## config.mk

```make
export PLATFORM = sky130hd
export DESIGN_NAME = alu_arbiter
export DESIGN_NICKNAME = d
export VERILOG_FILES = /design/src/rtl/alu_arbiter_pkg.sv /design/src/rtl/alu_arbiter_alu.sv /design/src/rtl/alu_arbiter.sv
export SDC_FILE = /design/constraint.sdc
export NUM_CORES = 1
export LEC_CHECK = 0
export BUFFER_PORTS_ARGS = -buffer_cell sky130_fd_sc_hd__buf_2
export CORE_UTILIZATION = 40
export CTS_CLUSTER_SIZE = 14
export DETAILED_ROUTE_END_ITERATION = 16
export HOLD_SLACK_MARGIN = 0.1
export SETUP_SLACK_MARGIN = 0.4
export SYNTH_ARGS = -nofsm -noshare
export SYNTH_HDL_FRONTEND = slang
export SYNTH_SLANG_ARGS = --single-unit
```

## constraint.sdc

```tcl
create_clock -name clk -period 6.7 [get_ports clk]
set_input_delay 0.335 -clock clk [delete_from_list [all_inputs] [get_ports clk]]
set_output_delay 0.335 -clock clk [all_outputs]
set_load 0.01 [all_outputs]
```

## src/rtl/alu_arbiter_pkg.sv

```systemverilog
// rtl/alu_arbiter_pkg.sv - shared ALU op encodings and arbiter FSM states
//
// Purpose: constants shared by the arbiter top and the ALU it drives.
//   ALU_ADD..ALU_SRA : legal op encodings; anything above ALU_OP_MAX is illegal
//   state_t          : arbiter FSM states S_IDLE / S_EXEC / S_RESP
package alu_arbiter_pkg;

  localparam logic [2:0] ALU_ADD    = 3'd0;
  localparam logic [2:0] ALU_SUB    = 3'd1;
  localparam logic [2:0] ALU_AND    = 3'd2;
  localparam logic [2:0] ALU_OR     = 3'd3;
  localparam logic [2:0] ALU_SRL    = 3'd4;
  localparam logic [2:0] ALU_SRA    = 3'd5;
  localparam logic [2:0] ALU_OP_MAX = ALU_SRA;

  typedef enum logic [1:0] {
    S_IDLE = 2'd0,
    S_EXEC = 2'd1,
    S_RESP = 2'd2
  } state_t;

endpackage

```

## src/rtl/alu_arbiter_alu.sv

```systemverilog
// rtl/alu_arbiter_alu.sv - combinational 32-bit ALU shared by the arbiter
//
// Purpose: purely combinational add/sub/and/or/srl/sra.
// Ports:
//   a  in  WIDTH  operand A
//   b  in  WIDTH  operand B / shift amount (full value is used)
//   op in  OPW    operation select; illegal encodings give c = 0
//   c  out WIDTH  result
module alu_arbiter_alu
  import alu_arbiter_pkg::*;
#(
  parameter int WIDTH = 32,
  parameter int OPW   = 3
) (
  input  logic [WIDTH-1:0] a,
  input  logic [WIDTH-1:0] b,
  input  logic [OPW-1:0]   op,
  output logic [WIDTH-1:0] c
);

  localparam int SW = $clog2(WIDTH);

  // Shift amounts of WIDTH or more saturate instead of wrapping the
  // low shift bits, so the whole B value matters.
  logic shift_big;
  assign shift_big = (b >= WIDTH'(WIDTH));

  always_comb begin
    c = '0;
    case (op)
      OPW'(ALU_ADD): c = a + b;
      OPW'(ALU_SUB): c = a - b;
      OPW'(ALU_AND): c = a & b;
      OPW'(ALU_OR):  c = a | b;
      OPW'(ALU_SRL): c = shift_big ? '0 : (a >> b[SW-1:0]);
      OPW'(ALU_SRA): c = shift_big ? {WIDTH{a[WIDTH-1]}}
                                   : $unsigned($signed(a) >>> b[SW-1:0]);
      default:       c = '0;
    endcase
  end

endmodule

```

## src/rtl/alu_arbiter.sv

```systemverilog
// rtl/alu_arbiter.sv - round-robin arbiter sharing one ALU between two requesters
//
// Purpose: accepts one op at a time from requester 0 or 1, executes it on
// latched operands and holds the result until the owner takes it.
// Ports:
//   clk, reset                   clock (rising edge), async active-low reset
//   reqN_valid/ready/a/b/op      request channel of requester N (N = 0, 1)
//   rspN_valid/ready/c/err       response channel of requester N
//   busy                         FSM not idle
//   last_grant                   requester granted most recently
module alu_arbiter
  import alu_arbiter_pkg::*;
#(
  parameter int WIDTH  = 32,
  parameter int OPW    = 3,
  parameter bit ERR_EN = 1'b1
) (
  input  logic             clk,
  input  logic             reset,
  input  logic             req0_valid,
  output logic             req0_ready,
  input  logic [WIDTH-1:0] req0_a,
  input  logic [WIDTH-1:0] req0_b,
  input  logic [OPW-1:0]   req0_op,
  input  logic             req1_valid,
  output logic             req1_ready,
  input  logic [WIDTH-1:0] req1_a,
  input  logic [WIDTH-1:0] req1_b,
  input  logic [OPW-1:0]   req1_op,
  output logic             rsp0_valid,
  input  logic             rsp0_ready,
  output logic [WIDTH-1:0] rsp0_c,
  output logic             rsp0_err,
  output logic             rsp1_valid,
  input  logic             rsp1_ready,
  output logic [WIDTH-1:0] rsp1_c,
  output logic             rsp1_err,
  output logic             busy,
  output logic             last_grant
);

  state_t           state, state_nxt;
  logic [WIDTH-1:0] op_a, op_b;
  logic [OPW-1:0]   op_code;
  logic             owner;
  logic             last_grant_q;
  logic [WIDTH-1:0] c0_q, c1_q;
  logic             err0_q, err1_q;

  logic             grant;
  logic             accept;
  logic [WIDTH-1:0] alu_c;
  logic             alu_err;

  // Requester 1 wins when it is alone or when requester 0 was served last.
  assign grant = req1_valid & (~req0_valid | ~last_grant_q);

  assign alu_err = ERR_EN & (op_code > OPW'(ALU_OP_MAX));

  alu_arbiter_alu #(
    .WIDTH (WIDTH),
    .OPW   (OPW)
  ) u_alu (
    .a  (op_a),
    .b  (op_b),
    .op (op_code),
    .c  (alu_c)
  );

  // Ready is combinational in IDLE; it is also gated by reset so that every
  // handshake output reads 0 while reset is held.
  always_comb begin
    state_nxt  = state;
    req0_ready = 1'b0;
    req1_ready = 1'b0;
    accept     = 1'b0;
    case (state)
      S_IDLE: begin
        if (reset && (req0_valid || req1_valid)) begin
          accept     = 1'b1;
          req0_ready = ~grant;
          req1_ready = grant;
          state_nxt  = S_EXEC;
        end
      end
      S_EXEC: state_nxt = S_RESP;
      S_RESP: begin
        if ((!owner && rsp0_ready) || (owner && rsp1_ready)) begin
          state_nxt = S_IDLE;
        end
      end
      default: state_nxt = S_IDLE;
    endcase
  end

  always_ff @(posedge clk or negedge reset) begin
    if (!reset) begin
      state        <= S_IDLE;
      op_a         <= '0;
      op_b         <= '0;
      op_code      <= '0;
      owner        <= 1'b0;
      last_grant_q <= 1'b1;
      c0_q         <= '0;
      c1_q         <= '0;
      err0_q       <= 1'b0;
      err1_q       <= 1'b0;
    end else begin
      state <= state_nxt;
      if (accept) begin
        op_a         <= grant ? req1_a  : req0_a;
        op_b         <= grant ? req1_b  : req0_b;
        op_code      <= grant ? req1_op : req0_op;
        owner        <= grant;
        last_grant_q <= grant;
      end
      // Per-requester result registers keep each side's last result stable
      // while the other requester is being served.
      if (state == S_EXEC) begin
        if (owner) begin
          c1_q   <= alu_c;
          err1_q <= alu_err;
        end else begin
          c0_q   <= alu_c;
          err0_q <= alu_err;
        end
      end
    end
  end

  assign rsp0_valid = (state == S_RESP) & ~owner;
  assign rsp1_valid = (state == S_RESP) & owner;
  assign rsp0_c     = c0_q;
  assign rsp1_c     = c1_q;
  assign rsp0_err   = err0_q;
  assign rsp1_err   = err1_q;
  assign busy       = (state != S_IDLE);
  assign last_grant = last_grant_q;

endmodule

```

==> results of run 1 <==
## metal layers
| metal | global-route usage | vias up | share of wire |
|---|---|---|---|
| met1 | 0.409 | 5169 | 0.46 |
| li1 | - | 5216 | - |
| met2 | 0.447 | 582 | 0.43 |
| met5 | 0 | - | 0 |
| met3 | 0.0345 | 92 | 0.070 |
| met4 | 0.108 | 0 | 0.039 |
## flip-flops by register name (all words and copies together), names as in the netlist
name and count:
rsp0_c 32, rsp1_err 1, rsp1_c 32, owner 1, rsp0_err 1, op_code 3, op_a 32, state 2
op_b 32, last_grant 1
## Yosys cell counts, drive strengths merged (21+ instances only)
library cell	instances
dfrtp	136
a211oi	24
a21oi	103
mux4	21
mux2i	101
o21ai	184
nand2	223
ha	34
nor2	88
maj3	22
clkbuf	68
buf	30
xnor2	36
## how the worst max path moves through the flow
stage | start | endpoint | slack, ns | depth (start not counted)
after detailed placement | op_code[1] | rsp1_c[31] | 1.63 | 18
final | op_code[1] | rsp1_c[31] | 1.53 | 18
after CTS | op_code[1] | rsp1_c[31] | 1.58 | 18
after global placement | op_code[1] | rsp1_c[31] | 1.69 | 18
after global routing | op_code[1] | rsp1_c[29] | 1.15 | 18
after floorplan | op_b[0] | rsp0_c[29] | 2.29 | 21
## what timing repair did
item / 4_1_cts / 5_1_grt
buffers inserted: 0 / 0
hold endpoints to repair: 58 / 0
hold buffers: 1 / 0
## power breakdown
group	switching (W)	internal (W)	total [W]	leakage, nW
Sequential	0.000638	0.00118	0.00182	1.74
Combinational	0.00366	0.00219	0.00585	4.00
Clock	0.000440	0.000521	0.000961	0.267
Total	0.00474	0.00389	0.00863	6.00
## through the flow
step	hold WS (ns)	cell area [sq um]	instances	setup WS, ns
final	0.183	13100	1893	1.53
after CTS	0.187	13100	1893	1.58
after detailed placement	0.345	12500	1860	1.63
after global placement	0.344	12500	1860	1.69
after floorplan	0.0394	11300	1350	2.29
after global routing	0.198	13100	1893	1.15
## cells by family (layout without fill, tap and decap cells)
kind of cell / after synthesis / count (layout) / share of synthesized area
buf+inv: 119 / 284 / 0.0441
compound gates: 441 / 441 / 0.240
fa+ha+maj: 57 / 57 / 0.0591
simple gates: 413 / 413 / 0.172
flops: 137 / 137 / 0.305
xor+xnor: 55 / 55 / 0.0428
mux: 128 / 128 / 0.138
## area by class of cell
type / count / area [sq um] / area share
well taps: 378 / 473 / 0.0361
flip-flops and latches: 137 / 3430 / 0.262
inverters: 21 / 78.8 / 0.00601
clock inverters: 14 / 138 / 0.0105
clock buffers: 18 / 429 / 0.0327
repair buffers: 231 / 1210 / 0.0926
multi-input cells: 1094 / 7350 / 0.560
## critical path, stage by stage, from the launching register on
cell and delay, ns:
dfrtp_1 0.40, nor2_1 0.92, nand2_1 0.12, buf_4 0.23, o41ai_2 0.12, o21ai_0 0.36, nor2_1 0.33, a31o_2 0.23
xor2_1 0.17, ha_1 0.32, a21o_1 0.21, a21o_1 0.18, a21oi_1 0.24, nand3b_1 0.11, a211oi_1 0.41, o31ai_1 0.13
a21oi_1 0.19, xor2_1 0.25, o31ai_1 0.10
==> results.txt, run 1 <==
----------------------------------------------------
[Outcome]
  Run status ... finished, final reports clean

[STA]
  Upper clock frequency limit ... about 190 MHz
  Final-report hold violation count ... 0
  Setup TNS after final layout ... 0 ns
  Tcrit/Tclk final ... 0.772
  Min Tclk post-route ... a little over 5 ns
  Final setup violation count ... 0
  Worst slew pin tran ... approximately 1.3 ns
  Slew Limit Fails ... 0
  RSZ-0062 raised after global routing ... no
  Slew Limit Headroom ... 0.153
  Maximum clock skew at final layout ... ~0.018 ns

[Global route]
  Total gr overflow ... 0
  Global Route Usage Sum ... 0.288
  Antenna violations before repair ... 0
  First-pass GRT wire length ... ~63 mm
  Vias in the first global route ... about 10,000
  Largest net degree at the start of global routing ... 102

[Clock tree]
  CTS clock-pin slew for the worst setup and hold paths ... 0.08 ns
  Sinks on the clock net ... about 140
  CTS Root Buffer Type ... clkbuf_16
  Clock latency on the worst-skew pair ... 0.44 ns
  Total CTS buffers ... 17
  Deepest level of the CTS H-tree ... 4
  CTS tree ... yes
  Maximum number of buffers from clock root to sink ... 2
  Number of cells upsized or downsized after cts ... 0

[Critical path]
  Worst r2r path cells ... 18
  Crit path launch type ... register
  Setup slack of the worst register-to-register path ... around 1.5 ns
  Largest driver fanout on the critical path ... 14
  Data required time at the worst endpoint ... between 6 and 7 ns
  Data arrival time of the critical path ... roughly 5.5 ns
  End of the worst register-to-register path ... rsp1_c[31]
  Element type at the critical path end ... register
  Worst R2R Start ... op_code[1]
  Type of the worst setup path ... reg -> reg

[Pwr]
  Overall power after layout ... roughly 0.0086 W
  Static leakage ... around 6 nW
  Worst ir drop on vdd ... 0.000240 V
  Power per cell area ... roughly 660 nW/um^2

[Synth]
  Gate count of the mapped netlist ... ~1,400
  Most used flip-flop cell after synthesis ... dfrtp_1
  Share of the synthesized area in the top cell type ... 0.302
  Register bit total from synthesis ... 137
  Cell type with the largest total area after synthesis ... dfrtp_1
  Number of warnings printed during yosys synthesis ... 0
  Mean Syn Cell Area ... 8.34 sq um
  Number of different library cells in the post-synthesis netlist ... 82
  Cell types occupying the most area after synthesis ... dfrtp_1 30%, mux2i_1 9.0%, o21ai_0 7.7%, nand2_1 7.4%, a21oi_1 4.5%
  Cell Area, Synth ... roughly 11,000 sq um
  Share of synthesized flip-flops with an asynchronous set or reset ... 1.00
  Sequential-to-total area share from yosys stat ... 0.305
  Net count after synthesis ... ~1,500
  EDFF count, synth ... 0

[Floorplan]
  Starting utilization of the core area ... 0.406
  Number of top-level pins ... around 210
  Overall die height ... approximately 170 microns
  Number of standard-cell rows in the floorplan ... 61
  Horizontal die dimension ... 170 microns
  Core region area ... around 28,000 sq um
  Die outline area ... between 20,000 and 30,000 sq um

[Layout]
  Top library cells by usage in the layout, fill and taps aside ... 222 x nand2_1, 210 x buf_2, 173 x o21ai_0, 134 x dfrtp_1, 102 x a21oi_1
  Most common cell after layout, fill and taps aside ... nand2_1
  Final standard cell utilization of the core ... 0.473
  Area growth from synthesis to layout ... 16.5%
  Final Net Count ... ~1,700
  Layout cell share with drive strength beyond 1 ... 0.215
  Fillcell total ... roughly 2,800
  Diodes inserted ... 0

[Routing]
  Aggregate routed wire length ... roughly 40 mm
  Drt pass-1 iters ... 6
  DRT antenna net count ... 0
  Iteration-0 DRC Markers ... 1,284
  Vias post-DR ... 11,100
  Detailed-route DRC error count ... 0
  Routed length per placed instance ... roughly 22 microns
  Via count normalized by instance count ... 5.84

[Job]
  Max capacitance violation total ... 0

[Place]
  Placed wire-length estimate ... roughly 31 mm
  Port Buffer Count ... 211
  Gpl congestion ... around 1.0

[Worst hold path]
  Worst min-delay path class ... in -> reg
  Hold Crit Endpoint ... op_b[15]
  HP Start ... req0_b[15]
  Depth of the worst hold-timing path ... 3

----------------------------------------------------
(Power assumes the default switching activity.)
==> run 2, diff against run 1 <==
Clock period 6.7 ns to 4.2 ns, I/O delays scaled along.
==> run 2 against run 1 <==
Clock-buffer cell count rose by 1. Worst hold slack got worse by 0.087 ns. Die area did not move. Via count rose by 8.0%. Critical endpoint is now rsp1_c[26].
==> results.txt, run 2 (same netlist as run 1, synthesis figures left out) <==
----------------------------------------------------
[Critical path]
  Most used cell, CP ... buf_4
  Worst path cell trace ... inv_2, nand2_4, nor4_4, buf_4, buf_6, nand2_4, nor2_4, nor2_1, xnor2_1, ha_1, buf_4, a21oi_1, o21ai_2, nor3_4, buf_4, a211oi_4, or2_4, xnor2_2, o21ai_2, a221oi_2, o21ai_1
  Data arrival time of the critical path ... 4.12 ns (-1.33 ns)
  Type of the worst setup path ... reg -> reg
  Crit path launch type ... register
  Worst r2r path cells ... 21 (+3)
  Largest driver fanout on the critical path ... 5 (-9)
  Data required time at the worst endpoint ... 4.51 ns (-2.47 ns)
  End of the worst register-to-register path ... rsp1_c[26]
  Setup slack of the worst register-to-register path ... 0.39 ns (-1.14 ns)
  Worst stage delay on the critical path ... 0.45 ns (-0.47 ns)
  Element type at the critical path end ... register
  Cell with the largest stage delay on the worst path ... dfrtp_2
  Worst R2R Start ... op_b[3]

[Place]
  Placed insts ... 1,904 (+2.4%)
  Post-detailed-placement cell area ... 13,000 sq um (+3.4%)
  Port Buffer Count ... 211 (unchanged)
  Placed wire-length estimate ... 32.0 mm (+2.3%)
  Gpl congestion ... 0.972 (-3.8%)

[Global route]
  Global Route Usage Sum ... 0.307 (+0.0189)
  Antenna violations before repair ... 1 (+1)
  Vias in the first global route ... 11,300 (+9.4%)
  First-pass GRT wire length ... 66.4 mm (+5.9%)
  Total gr overflow ... 0 (unchanged)
  Largest net degree at the start of global routing ... 79 (-23%)

[Job]
  Max capacitance violation total ... 0 (unchanged)

[Floorplan]
  Number of standard-cell rows in the floorplan ... 61 (unchanged)
  Core region area ... 27,700 sq um (unchanged)
  Overall die height ... 170 microns (unchanged)
  Die outline area ... 28,800 sq um (unchanged)
  Number of top-level pins ... 212 (unchanged)
  Starting utilization of the core area ... 0.406 (unchanged)
  Horizontal die dimension ... 170 microns (unchanged)

[Routing]
  DRT antenna net count ... 0 (unchanged)
  Drt pass-1 iters ... 6 (unchanged)
  Via count normalized by instance count ... 5.73 (-1.9%)
  Vias post-DR ... 11,900 (+8.0%)
  Iteration-0 DRC Markers ... 1,170 (-8.9%)
  Aggregate routed wire length ... 44.1 mm (+7.6%)
  Routed length per placed instance ... 21.2 microns (-2.3%)
  Detailed-route DRC error count ... 0 (unchanged)

[STA]
  Slew Limit Headroom ... 0.278 (+0.125)
  Setup TNS after final layout ... 0 ns (unchanged)
  Upper clock frequency limit ... 262 MHz (+36%)
  Final setup violation count ... 0 (unchanged)
  Tcrit/Tclk final ... 0.907 (+0.136)
  RSZ-0062 raised after global routing ... yes
  Maximum clock skew at final layout ... 0.0106 ns (-0.00773 ns)
  Worst slew pin tran ... 1.08 ns (-0.178 ns)
  Slew Limit Fails ... 0 (unchanged)
  Final-report hold violation count ... 0 (unchanged)
  Min Tclk post-route ... 3.81 ns (-1.36 ns)

[Layout]
  Top library cells by usage in the layout, fill and taps aside ... 217 x nand2_1, 210 x buf_2, 159 x o21ai_0, 131 x dfrtp_1, 119 x dlygate4sd3_1
  Most common cell after layout, fill and taps aside ... nand2_1
  Post-layout instance count excluding filler cells ... 2,084 (+10%)
  Final cell area excluding filler cells ... 15,400 sq um (+17%)
  Final Net Count ... 1,869 (+11%)
  Layout cell share with drive strength beyond 1 ... 0.277 (+0.0627)
  Diodes inserted ... 0 (unchanged)
  Area growth from synthesis to layout ... 36.6%

[Pwr]
  Static leakage ... 6.97 nW (+16%)
  Power per cell area ... 1010 nW/um^2 (+54%)
  Worst ir drop on vdd ... 0.000468 V (+94%)
  Overall power after layout ... 0.0156 W (+81%)

[Clock tree]
  Sinks on the clock net ... 137 (unchanged)
  Deepest level of the CTS H-tree ... 4 (unchanged)
  CTS clock-pin slew for the worst setup and hold paths ... 0.07 ns (about the same)
  Clock latency on the worst-skew pair ... 0.43 ns (about the same)
  Maximum number of buffers from clock root to sink ... 2 (unchanged)
  CTS tree ... yes
  Total CTS buffers ... 17 (unchanged)
  CTS Root Buffer Type ... clkbuf_16

[Worst hold path]
  HP Start ... req1_a[5]
  Worst min-delay path class ... in -> reg
  Hold Crit Endpoint ... op_a[5]
  Depth of the worst hold-timing path ... 3 (unchanged)

[Outcome]
  Run status ... finished, final reports clean

----------------------------------------------------
==> run 2: worst max-delay path, delay by kind of cell, from the launching register on <==
family                     cells  cell delay [ns]
xor gates and xnor gates       2             0.29
and+or+nand+nor                7             1.04
DFF                            1             0.45
adders and majority gates      1             0.31
AOI/OAI and AO/OA              6             0.89
buffers and inverters          5             0.71
==> run 2: how the worst max path moves through the flow <==
stage	start	endpoint	slack (ns)	cells past startpoint
after floorplan	op_b[0]	rsp0_c[31]	0.22	21
after global placement	op_b[0]	rsp1_c[21]	0.24	18
after detailed placement	op_b[0]	rsp1_c[24]	0.19	18
after CTS	op_b[0]	rsp1_c[26]	0.40	18
after global routing	op_b[2]	rsp1_c[26]	0.21	21
final	op_b[3]	rsp1_c[26]	0.39	21
==> run 2: metal layers <==
layer	share of wire	wire (microns)	global-route usage
met5	0.00029	13	0
met4	0.046	2040	0.131
met3	0.070	3090	0.0576
met2	0.45	19700	0.486
met1	0.44	19300	0.409
==> run 2: through the flow <==
stage	hold slack (ns)	util	setup WS [ns]
finish	0.0961	0.555	0.389
global route	0.107	0.555	0.209
CTS	0.100	0.538	0.403
detailed placement	0.269	0.468	0.186
global placement	0.264	0.468	0.244
floorplan	-0.0856	-	0.225
==> run 2: layout make-up <==
| type | count | area (sq um) |
|---|---|---|
| clock buffer | 19 | 443 |
| clock inverter | 12 | 141 |
| fill | 2544 | 12300 |
| inverter | 21 | 93.8 |
| multi-input combinational | 1094 | 7800 |
| sequential | 137 | 3440 |
| tap | 378 | 473 |
| timing repair buffer | 423 | 2990 |
==> run 2: where the power goes <==
part,internal (W),switching (W)
Clock,0.000895,0.000647
Combinational,0.00468,0.00649
Sequential,0.00189,0.000974
==> run 2: what timing repair did <==
item | CTS | global route
cloned | 0 | 0
hold endpoints to repair | 132 | 0
resized for setup | 27 | 73
pin swaps | 17 | 47
endpoints found under the setup margin | 31 | 40
hold buffers | 119 | 0
buffers inserted | 8 | 22
==> run 3, diff against run 2 <==
Settings changed: CAP_MARGIN from default to 5, PLACE_DENSITY from default to 0.66.
==> run 3 against run 2 <==
Setup slack worse by 0.016 ns. First-iteration DRC count up 11%. Largest cell class unchanged. Clock skew up 0.0054 ns. Via count down 0.39%. Global-route usage up 0.18 points.
==> results.txt, run 3 (same netlist as run 1, synthesis figures left out) <==
----------------------------------------------------
[Outcome]
  Run status ... finished, final reports clean

[Layout]
  Layout cell share with drive strength beyond 1 ... 0.268 (-0.00934)
  Final standard cell utilization of the core ... 0.554 (-0.00149)
  Storage cell area ... 3430 sq um (about the same)
  Fillcell total ... 2,550 (+0.24%)
  Area growth from synthesis to layout ... 36.3%
  Most common cell after layout, fill and taps aside ... nand2_1
  Diodes inserted ... 0 (unchanged)
  Top library cells by usage in the layout, fill and taps aside ... 221 x nand2_1, 210 x buf_2, 153 x o21ai_0, 133 x dfrtp_1, 124 x dlygate4sd3_1
  Final Net Count ... 1,864 (-0.27%)
  Post-layout instance count excluding filler cells ... 2,080 (-0.19%)
  Area of the multi-input gates ... 7760 sq um (-0.59%)

[STA]
  Min Tclk post-route ... 3.83 ns (+0.0159 ns)
  Upper clock frequency limit ... 261 MHz (-0.42%)
  Maximum clock skew at final layout ... 0.0160 ns (+0.00540 ns)
  Slew Limit Fails ... 0 (unchanged)
  Worst setup slack after layout ... 0.373 ns (-0.0159 ns)
  Final-report hold violation count ... 0 (unchanged)
  Slew Limit Headroom ... 0.269 (-0.00930)
  Setup TNS after final layout ... 0 ns (unchanged)
  Final setup violation count ... 0 (unchanged)
  RSZ-0062 raised after global routing ... yes
  Worst slew pin tran ... 1.08 ns (+0.000216 ns)
  Tcrit/Tclk final ... 0.911 (+0.00379)

[Pwr]
  Static leakage ... 6.93 nW (-0.65%)
  Worst ir drop on vdd ... 0.000420 V (-10%)
  Power per cell area ... 1010 nW/um^2 (-0.18%)

[Routing]
  DRT antenna net count ... 0 (unchanged)
  Via count normalized by instance count ... 5.72 (-0.20%)
  Detailed-route DRC error count ... 0 (unchanged)
  Drt pass-1 iters ... 6 (unchanged)
  Aggregate routed wire length ... 43.7 mm (-1.0%)
  Vias post-DR ... 11,900 (-0.39%)
  Routed length per placed instance ... 21.0 microns (-0.81%)
  Iteration-0 DRC Markers ... 1,293 (+11%)

[Worst hold path]
  Worst min-delay path class ... in -> reg

[Clock tree]
  CTS tree ... yes
  CTS Root Buffer Type ... clkbuf_16
  Clock latency on the worst-skew pair ... 0.44 ns (about the same)
  Total CTS buffers ... 17 (unchanged)
  Deepest level of the CTS H-tree ... 4 (unchanged)
  Maximum number of buffers from clock root to sink ... 2 (unchanged)
  CTS clock-pin slew for the worst setup and hold paths ... 0.07 ns (about the same)
  Sinks on the clock net ... 137 (unchanged)

[Critical path]
  Worst path cell trace ... clkinv_8, ha_4, nand3b_1, o41ai_4, o21ai_2, nor2_2, a31o_2, xor2_2, ha_4, a21o_1, a21o_1, a21oi_2, nand3b_1, a211oi_2, nor2_1, xnor2_1, o221ai_2, a22o_1
  Cell with the largest stage delay on the worst path ... dfrtp_2
  CP top delay family ... compound AO/OA/AOI/OAI gates
  Largest driver fanout on the critical path ... 4 (-1)
  Worst stage delay on the critical path ... 0.46 ns (about the same)
  Data required time at the worst endpoint ... 4.51 ns (about the same)
  Type of the worst setup path ... reg -> reg
  Crit path launch type ... register
  Buffers and inverters on the worst path ... 1 (-4)
  Element type at the critical path end ... register
  Data arrival time of the critical path ... 4.14 ns (+0.02 ns)

[Floorplan]
  Overall die height ... 170 microns (unchanged)
  Core region area ... 27,700 sq um (unchanged)
  Die outline area ... 28,800 sq um (unchanged)
  Number of top-level pins ... 212 (unchanged)
  Horizontal die dimension ... 170 microns (unchanged)
  Number of standard-cell rows in the floorplan ... 61 (unchanged)
  Starting utilization of the core area ... 0.406 (unchanged)

[Global route]
  Vias in the first global route ... 11,400 (+1.2%)
  Largest net degree at the start of global routing ... 94 (+19%)
  Antenna violations before repair ... 0 (-1)
  Total gr overflow ... 0 (unchanged)
  First-pass GRT wire length ... 67.3 mm (+1.2%)
  Global Route Usage Sum ... 0.309 (+0.00183)

[Place]
  Post-placement worst setup slack ... 0.0868 ns (-0.0994 ns)
  Placed insts ... 1,902 (-0.11%)
  Placed wire-length estimate ... 31.5 mm (-1.5%)
  Port Buffer Count ... 211 (unchanged)
  Gpl congestion ... 1.00 (+3.0%)

[Job]
  Max capacitance violation total ... 0 (unchanged)

----------------------------------------------------
## run 3: cell types whose count changed in the layout (fill, tap and decap cells not counted), sizes merged, moves of 3 or more
cell,previous run,this run
buf,304,294
clkinv,6,3
dlygate4sd3,119,124
inv,23,26
## run 3: repair_timing
action	CTS	global route
resized for setup	21	67
setup buffers	13	9
hold buffers	124	0
hold endpoints to repair	125	0
setup endpoints to repair	34	42
pin swaps	22	41
## run 3: power by group
group	internal, W	switching (W)
Sequential	0.00189	0.000977
Combinational	0.00456	0.00643
Clock	0.000952	0.000702
## run 3: worst paths after layout
| kind | slack, ns | depth (start not counted) | from | endpoint |
|---|---|---|---|---|
| min in group asynchronous | 0.35 | 2 | reset | op_a[7] |
| min reg2reg | 0.48 | 2 | rsp1_c[30] | rsp1_c[30] |
| min | 0.10 | 3 | req1_a[25] | op_a[25] |
| max reg2reg | 0.37 | 18 | op_b[0] | rsp0_c[29] |
| max in group asynchronous | 2.48 | 3 | reset | rsp1_c[2] |
| max | 0.37 | 18 | op_b[0] | rsp0_c[29] |
## run 3: through the flow
step	hold WS, ns	instance area, sq um	total power, W
after detailed placement	0.257	13000	0.0126
after CTS	0.102	15000	0.0147
final	0.104	15300	0.0155
after global routing	0.141	15300	0.0165
after global placement	0.254	13000	0.0125
after floorplan	-0.0856	11400	0.00912
## run 3: metal layers
layer	part of all wire	routed length, microns	track usage	up-vias
li1	-	-	-	5606
met1	0.43	19000	0.419	5640
met2	0.46	20200	0.498	571
met3	0.072	3150	0.0434	77
met4	0.031	1340	0.113	0
met5	0	0	0	-
## run 3: tightest hold or removal path, cell delays in order
cell,delay [ns]
buf_2,0.08
mux2i_1,0.06
o21ai_0,0.15
## run 3: cell type report
type	count	area share
Inverter	21	0.00612
Clock buffer	18	0.0280
Timing Repair Buffer	418	0.193
Clock inverter	14	0.0121
Tap cell	378	0.0308
Sequential cell	137	0.224
Multi-Input combinational cell	1094	0.506
